--- src/rtl/queue_scheduler.sv ---
// Ticket-queue scheduler: counts waiting customers and calls them, one at a time,
// to tellers that signal ready, round-robin over the open tellers.
module queue_scheduler #(
  parameter int MAXQ      = 7,
  parameter int ALARM_LVL = 6,
  parameter int CALL_GAP  = 4
) (
  input  logic       clk,
  input  logic       reset,
  input  logic       arrive,
  input  logic [2:0] done,
  input  logic [1:0] tcount,
  output logic [3:0] count,
  output logic [3:0] ticket,
  output logic [3:0] serve_ticket,
  output logic [1:0] serve_teller,
  output logic       call,
  output logic       full_flag,
  output logic       empty_flag,
  output logic       alarm
);

  localparam int HW = (CALL_GAP > 1) ? $clog2(CALL_GAP) : 1;

  localparam logic [1:0] S_IDLE  = 2'd0;
  localparam logic [1:0] S_GRANT = 2'd1;
  localparam logic [1:0] S_HOLD  = 2'd2;

  logic [1:0]    r_state;
  logic [HW-1:0] r_hold;
  logic          r_live;
  logic          r_arrive_d;
  logic [2:0]    r_done_d;
  logic [2:0]    r_req;
  logic [1:0]    r_last_grant;
  logic [3:0]    r_count, r_ticket, r_head, r_serve_ticket;
  logic [1:0]    r_serve_teller;

  logic [2:0] w_en, w_done_edge, w_elig, w_gmask, w_req_nxt;
  logic [1:0] w_start, w_c1, w_c2, w_gsel;
  logic       w_arr_edge, w_grant, w_accept;

  // r_live masks the first edge after reset so inputs held high through reset
  // must fall and rise again before they count.
  assign w_arr_edge = r_live & arrive & ~r_arrive_d;

  generate
    for (genvar i = 0; i < 3; i++) begin : g_teller
      assign w_en[i]        = (tcount > 2'(i));
      assign w_done_edge[i] = r_live & done[i] & ~r_done_d[i];
      assign w_gmask[i]     = w_grant && (w_gsel == 2'(i));
      assign w_req_nxt[i]   = ((r_req[i] & ~w_gmask[i]) | w_done_edge[i]) & w_en[i];
    end
  endgenerate

  assign w_elig  = r_req & w_en;
  assign w_start = (r_last_grant == 2'd2) ? 2'd0 : r_last_grant + 2'd1;
  assign w_c1    = (w_start == 2'd2) ? 2'd0 : w_start + 2'd1;
  assign w_c2    = (w_c1 == 2'd2) ? 2'd0 : w_c1 + 2'd1;

  always_comb begin
    w_gsel = w_c2;
    if (w_elig[w_start])   w_gsel = w_start;
    else if (w_elig[w_c1]) w_gsel = w_c1;
  end

  // Grant uses registered count only; a same-edge arrival cannot enable it.
  assign w_grant  = (r_state == S_IDLE) && (r_count != 4'd0) && (|w_elig);
  assign w_accept = w_arr_edge && ((r_count < 4'(MAXQ)) || w_grant);

  always_ff @(posedge clk) begin
    if (!reset) begin
      r_state        <= S_IDLE;
      r_hold         <= '0;
      r_live         <= 1'b0;
      r_arrive_d     <= 1'b0;
      r_done_d       <= 3'b000;
      r_req          <= 3'b000;
      r_last_grant   <= 2'd2;
      r_count        <= 4'd0;
      r_ticket       <= 4'd0;
      r_head         <= 4'd0;
      r_serve_ticket <= 4'd0;
      r_serve_teller <= 2'd3;
    end else begin
      r_live     <= 1'b1;
      r_arrive_d <= arrive;
      r_done_d   <= done;
      r_req      <= w_req_nxt;
      if (w_accept) r_ticket <= r_ticket + 4'd1;
      if (w_accept && !w_grant)      r_count <= r_count + 4'd1;
      else if (w_grant && !w_accept) r_count <= r_count - 4'd1;
      if (w_grant) begin
        r_head         <= r_head + 4'd1;
        r_serve_ticket <= r_head;
        r_serve_teller <= w_gsel;
        r_last_grant   <= w_gsel;
      end
      case (r_state)
        S_IDLE:  if (w_grant) r_state <= S_GRANT;
        S_GRANT: begin
          r_state <= S_HOLD;
          r_hold  <= HW'(CALL_GAP - 1);
        end
        S_HOLD: begin
          if (r_hold == '0) r_state <= S_IDLE;
          else              r_hold  <= r_hold - 1'b1;
        end
        default: r_state <= S_IDLE;
      endcase
    end
  end

  assign count        = r_count;
  assign ticket       = r_ticket;
  assign serve_ticket = r_serve_ticket;
  assign serve_teller = r_serve_teller;
  assign call         = (r_state == S_GRANT);
  assign full_flag    = (r_count == 4'(MAXQ));
  assign empty_flag   = (r_count == 4'd0);
  assign alarm        = (r_count >= 4'(ALARM_LVL));

endmodule

--- config.mk ---
export PLATFORM = sky130hd
export DESIGN_NAME = queue_scheduler
export DESIGN_NICKNAME = d
export VERILOG_FILES = /design/src/rtl/queue_scheduler.sv
export SDC_FILE = /design/constraint.sdc
export NUM_CORES = 1
export LEC_CHECK = 0
export ABC_CLOCK_PERIOD_IN_PS = 2400
export CAP_MARGIN = 20
export CORE_MARGIN = 2
export CORE_UTILIZATION = 46
export DETAILED_ROUTE_END_ITERATION = 8
export PLACE_DENSITY = 0.83
export SETUP_SLACK_MARGIN = 0.3
export SYNTH_ARGS = -nofsm -noshare
export SYNTH_HDL_FRONTEND = slang
export SYNTH_SLANG_ARGS = --single-unit
--- constraint.sdc ---
create_clock -name clk -period 2.4 [get_ports clk]
set_clock_uncertainty 0.05 [all_clocks]
set_input_delay 0.24 -clock clk [delete_from_list [all_inputs] [get_ports clk]]
set_output_delay 0.24 -clock clk [all_outputs]
set_load 0.02 [all_outputs]
; ---- Word level (Yosys, flattened, before mapping)
; Index checks and enable logic that the tools add are counted.
[classes]
n_addsub = 8
bitwise_logic = 25
order_cmp = 7
n_eq_ne = 11
reduce_logical = 21
n_mux = 17
[ops]
columns = cell, n
row1 = 2-to-1 mux 2 bit, 8
row2 = AND 1 bit, 14
row3 = adder 4 x 1 -> 4 bit (second input constant), 3
row4 = equality test 2 bit (second input constant), 5
row5 = logical AND 1 bit, 8
row6 = 2-to-1 mux 4 bit, 2
row7 = inverter 1 bit, 7
row8 = adder 2 x 1 -> 2 bit (second input constant), 3
row9 = logical NOT 2 bit, 3
row10 = less-than comparator 2 x 3 -> 1 bit (second input constant), 2
row11 = != test 2 bit (second input constant), 3
row12 = case mux 2 bit (3 select lines), 1
row13 = binary-select mux 1 bit (select 2 bit), 2
row14 = equality test 2 x 1 -> 1 bit (second input constant), 2
row15 = equality test 4 x 3 -> 1 bit (second input constant), 1
row16 = greater-or-equal comparator 4 x 3 -> 1 bit (second input constant), 1
row17 = greater-than comparator 2 x 1 -> 1 bit (second input constant), 2
row18 = logical NOT 4 bit, 1
row19 = less-than comparator 4 x 3 -> 1 bit (second input constant), 1
row20 = case mux 2 bit (2 select lines), 1
row21 = AND reduction 2 bit, 2
row22 = nonzero test 2 bit, 2
row23 = nonzero test 4 bit, 1
row24 = subtractor 4 x 1 -> 4 bit (second input constant), 1
row25 = 8 further kinds, 13
[totals]
regBits = 32
inputBits = 8
word_cells = 101

; ---- Logic depth before layout (Yosys ltp)
[logic_depth]
word_depth = 14
depth_mapped = 14
mapped_depth_nobuf = 12

; ---- Least setup slack after synthesis
; OpenSTA, ideal clock, no wires.
[synth_timing]
path_kind = register -> register
from = register r_count[0] (netlist: count[0])
to = register r_count[3] (netlist: count[3])
synth_period_minus_slack_ns = 2.861
n_path_buf = 1
arrival_ns = 2.735
path_slack_ns = -0.461
path_stages_with_launch = 14
cell_sequence = dfxtp_1 -> nor4_4 -> nor3_4 -> and2_4 -> inv_4 -> buf_6 -> ha_1 -> inv_1 -> ha_1 -> a21o_1 -> a21oi_1 -> xnor2_1 -> or3_1 -> a21boi_0
[synth_between]
elab_chain_cells = 8
[synth_lines]
columns = element, line
row1 = from (decl), 36  ; logic [3:0] r_count, r_ticket, r_head, r_serve_ticket;
row2 = from (signal assigned), 91  ; if (w_accept && !w_grant) r_count <= r_count + 4'd1;
row3 = from (signal assigned), 92  ; else if (w_grant && !w_accept) r_count <= r_count - 4'd1;
row4 = "parallel branches: the longest is 8 deep, another holds less-than comparator 4 x 3 -> 1 bit", -
; Parallel ways; which one is timed is not known. The select of a mux whose other input is x is not followed.
; A chain may end at the register's enable or synchronous reset.

; ---- Final worst setup path
[layout_timing]
from = register r_count[3] (netlist: count[3])
to = register r_count[3] (netlist: count[3])
[layout_between]
elab_chain_cells = 8
[layout_lines]
columns = element, line
row1 = "parallel branches: the longest is 3 deep, another holds less-than comparator 4 x 3 -> 1 bit", -
row2 = logical OR 1 bit *, 69  ; assign w_accept = w_arr_edge && ((r_count < 4'(MAXQ)) || w_grant);
row3 = logical AND 1 bit *, 69
row4 = via w_accept, 41  ; logic w_arr_edge, w_grant, w_accept;
row5 = logical NOT 1 bit, 92
row6 = logical AND 1 bit, 92
row7 = nonzero test 2 bit (no line), -
; Mark *: on every way through the listed nets, which the timed path passes. The select of a mux whose other input is x is not followed.

==> flow_metrics.py <==
metrics = {
    "run_status": {
        "status": "finished, violations left",
        "violations": "negative setup slack",
    },
    "timing": {
        "period_share_pct": 102,
        "relSlewSlack_pct": 74.9,
        "final_max_slew_viol_count": 0,
        "hold_viol": 0,
        "rsz0062_at_grt": "yes",
        "period_minus_slack_ns": 2.45,
        "tightest_slew_ns": 0.374,
        "tns_ns": -0.0538,
        "clock.fmax_mhz": 408,
        "whs_ns": 0.412,
        "finalSetupViolCount": 1,
        "layout_setup_ws_ns": -0.0538,
    },
    "route": {
        "drt-initial-drc-count": 57,
        "vias": 1299,
        "avgViaCountPerCell": 5.11,
        "totalWireLength_mm": 3.31,
        "drtAntennaViolNets": 0,
        "first_pass_iters": 4,
        "wl_per_cell_um": 13.0,
        "post-route-drc-count": 0,
    },
    "placed_design": {
        "place_congestion": 0.783,
        "hpwl_mm": 2.28,
        "placed_area_um2": 1860,
        "placed_cells": 236,
        "port_buffers": 25,
    },
    "cts": {
        "cts_hold_buffers": 0,
        "clock-sinks": 31,
        "root_buffer": "clkbuf_4",
        "cts_tree": "built",
        "cts_made_buffers": 5,
        "insertion_delay_ns": 0.34,
        "ctsLongestPathBuffers": 2,
        "path_clk_slew_ns": 0.10,
        "htree_levels": 2,
    },
    "grt": {
        "grt_max_degree": 35,
        "grt_overflow_total": 0,
        "grt_pass1_vias": 1285,
        "track_usage_pct": 20.7,
        "antenna_found_initial": 0,
        "grt_pass1_wl_mm": 5.48,
    },
    "min_path": {
        "hp-class": "reg -> reg",
    },
    "power_and_ir_drop": {
        "power_frac_clock_pct": 22.8,
        "p_switching_uw": 503,
        "swShare_pct": 32.0,
        "total_power_uw": 1570,
        "ir_drop_mv": 0.430,
        "power.share.combinational_pct": 38.7,
        "p_per_area_nw_per_um2": 762,
        "p_leak_uw": 0.000838,
        "p_int_uw": 1070,
        "seqPwrFrac_pct": 38.5,
    },
    "job": {
        "drv_cap": 0,
    },
    "layout": {
        "diodes": 0,
        "fin_nets": 224,
        "instances_no_fill": 254,
        "nFillCells": 253,
        "syn2layout_area_growth_pct": 37.9,
        "fin_area_um2": 2060,
        "layout-drive-gt1-share_pct": 25.7,
    },
    "worst_setup_path": {
        "crit_fanout": 3,
        "slowest_delay_ns": 0.41,
        "crit_chain": "nor4_4, nor4_2, a21o_1, ha_4, inv_4, ha_4, a21o_1, a21oi_2, xnor2_1, or3_1, a21boi_1",
        "crit_slowest_cell": "nor4_4",
        "cp.arrival_ns": 2.66,
        "startpoint_type": "flip-flop",
        "crit_type": "reg -> reg",
        "required_ns": 2.61,
        "cp-end-kind": "flip-flop",
    },
    "yosys": {
        "async_flop_share_pct": 0,
        "ys_ff_latch": 31,
        "syn_nets": 178,
        "yosysWarnings": 0,
        "synth_edf_count": 0,
        "syn_inst": 163,
        "syn-cell-area_um2": 1500,
        "synthFlopType": "dfxtp_1",
        "synth.avg_cell_area_um2": 9.18,
        "yosysUniqueCellTypes": 43,
        "yosysSeqAreaShare_pct": 41.5,
    },
    "die": {
        "start_util_pct": 48.6,
        "io_pins": 26,
        "die_x_um": 61.0,
        "rows": 20,
        "die_h_um": 61.0,
        "core_area_um2": 3080,
        "die_area_um2": 3730,
    },
}
## layout make-up
class	instances	area [um^2]	share of cell area, %
Multi-Input combinational cell	118	860	41.7
Sequential cell	31	633	30.7
Timing Repair Buffer	47	417	20.2
Clock buffer	7	65.1	3.15
Tap cell	44	55.1	2.67
Inverter	6	27.5	1.33
Clock inverter	1	6.26	0.303
## state kept, by name, summed over array words and instances, names as in the netlist
register,count
r_done_d,3
serve_teller,1
count,4
r_req,3
r_head,4
r_hold,2
r_arrive_d,1
ticket,4
r_live,1
r_state,2
serve_ticket,4
r_last_grant,2
## power by group through the flow
stage / clock network, uW / logic, uW / registers, uW
global placement: 0 / 471 / 611
CTS: 370 / 556 / 605
detailed placement: 0 / 492 / 614
global route: 390 / 652 / 611
finish: 359 / 608 / 605
floorplan: 0 / 271 / 648
## cells by family (layout without fill, tap and decap cells)
group / after synthesis / in the layout / share of synthesized area (%)
simple gates: 59 / 59 / 22.5
fa+ha+maj: 7 / 7 / 6.35
compound gates: 44 / 44 / 19.5
buf+inv: 14 / 61 / 5.27
mux: 3 / 3 / 2.01
flops: 31 / 31 / 41.5
xor+xnor: 5 / 5 / 2.93
## through the flow
| step | util (%) | setup WS (ns) |
|---|---|---|
| floorplan | - | -0.197 |
| global placement | 60.5 | -0.179 |
| detailed placement | 60.5 | -0.330 |
| CTS | 65.1 | 0.00419 |
| global route | 67.0 | -0.115 |
| finish | 67.0 | -0.0538 |
## worst max-delay path: cells and delay by family (launching register included)
| family | cells | cell delay, ns |
|---|---|---|
| compound gates | 4 | 0.66 |
| xor+xnor | 1 | 0.09 |
| flops | 1 | 0.36 |
| simple gates | 3 | 0.81 |
| buf+inv | 1 | 0.05 |
| fa+ha+maj | 2 | 0.37 |
## path summary, 6_finish.rpt
path | from | to | slack [ns] | cells after the start
hold reg to reg | serve_ticket[1] | serve_ticket[1] | 0.41 | 2
setup reg to reg | count[3] | count[3] | -0.05 | 11
hold / removal | serve_ticket[1] | serve_ticket[1] | 0.41 | 2
setup / recovery | count[3] | count[3] | -0.05 | 11
## layer usage
metal / vias up / wire length [um] / GRT usage (%)
li1: 660 / - / -
met1: 604 / 1340 / 22.6
met2: 27 / 1720 / 33.4
met3: 8 / 158 / 6.93
met4: 0 / 89 / 15.2
met5: - / 0 / 0
## synthesized netlist by cell type, drive strengths merged, types with 2 or more instances
cell	instances	area, um^2
a21oi	7	38.8
clkbuf	3	11.3
nor2b	2	12.5
nor3b	2	15.0
o21ai	18	97.6
and2	9	58.8
mux2i	3	30.0
ha	6	75.1
buf	5	42.5
nand3	6	30.0
a21boi	9	75.1
a21o	3	22.5
nand4	2	12.5
o21a	2	15.0
xnor2	4	35.0
nand3b	4	30.0
dfxtp	31	621
nor4	2	27.5
nand2b	2	12.5
or3	2	12.5
nand2	18	67.6
nor2	7	26.3
inv	6	25.0
## what timing repair did
| item | in CTS | in global routing |
|---|---|---|
| endpoints found under the setup margin | 3 | 3 |
| buffers inserted | 5 | 5 |
| pin swaps | 6 | 5 |
| resized for setup | 8 | 4 |
## placed cells by master, fill, tap and decap left out, types with 3 or more instances in the layout
master           instances
nand2_1                 18
inv_4                    3
clkdlybuf4s50_1         24
o21ai_0                 13
dfxtp_4                  3
buf_4                   22
ha_4                     3
a21oi_1                  5
dfxtp_1                 27
a21boi_1                 7
nand3b_1                 4
clkbuf_4                 5
nand3_1                  6
a21o_1                   3
o21ai_1                  3
and2_1                   8
xnor2_1                  3
mux2i_1                  3
inv_1                    4
nor2_1                   7
ha_1                     3
(Power assumes the default switching activity.)
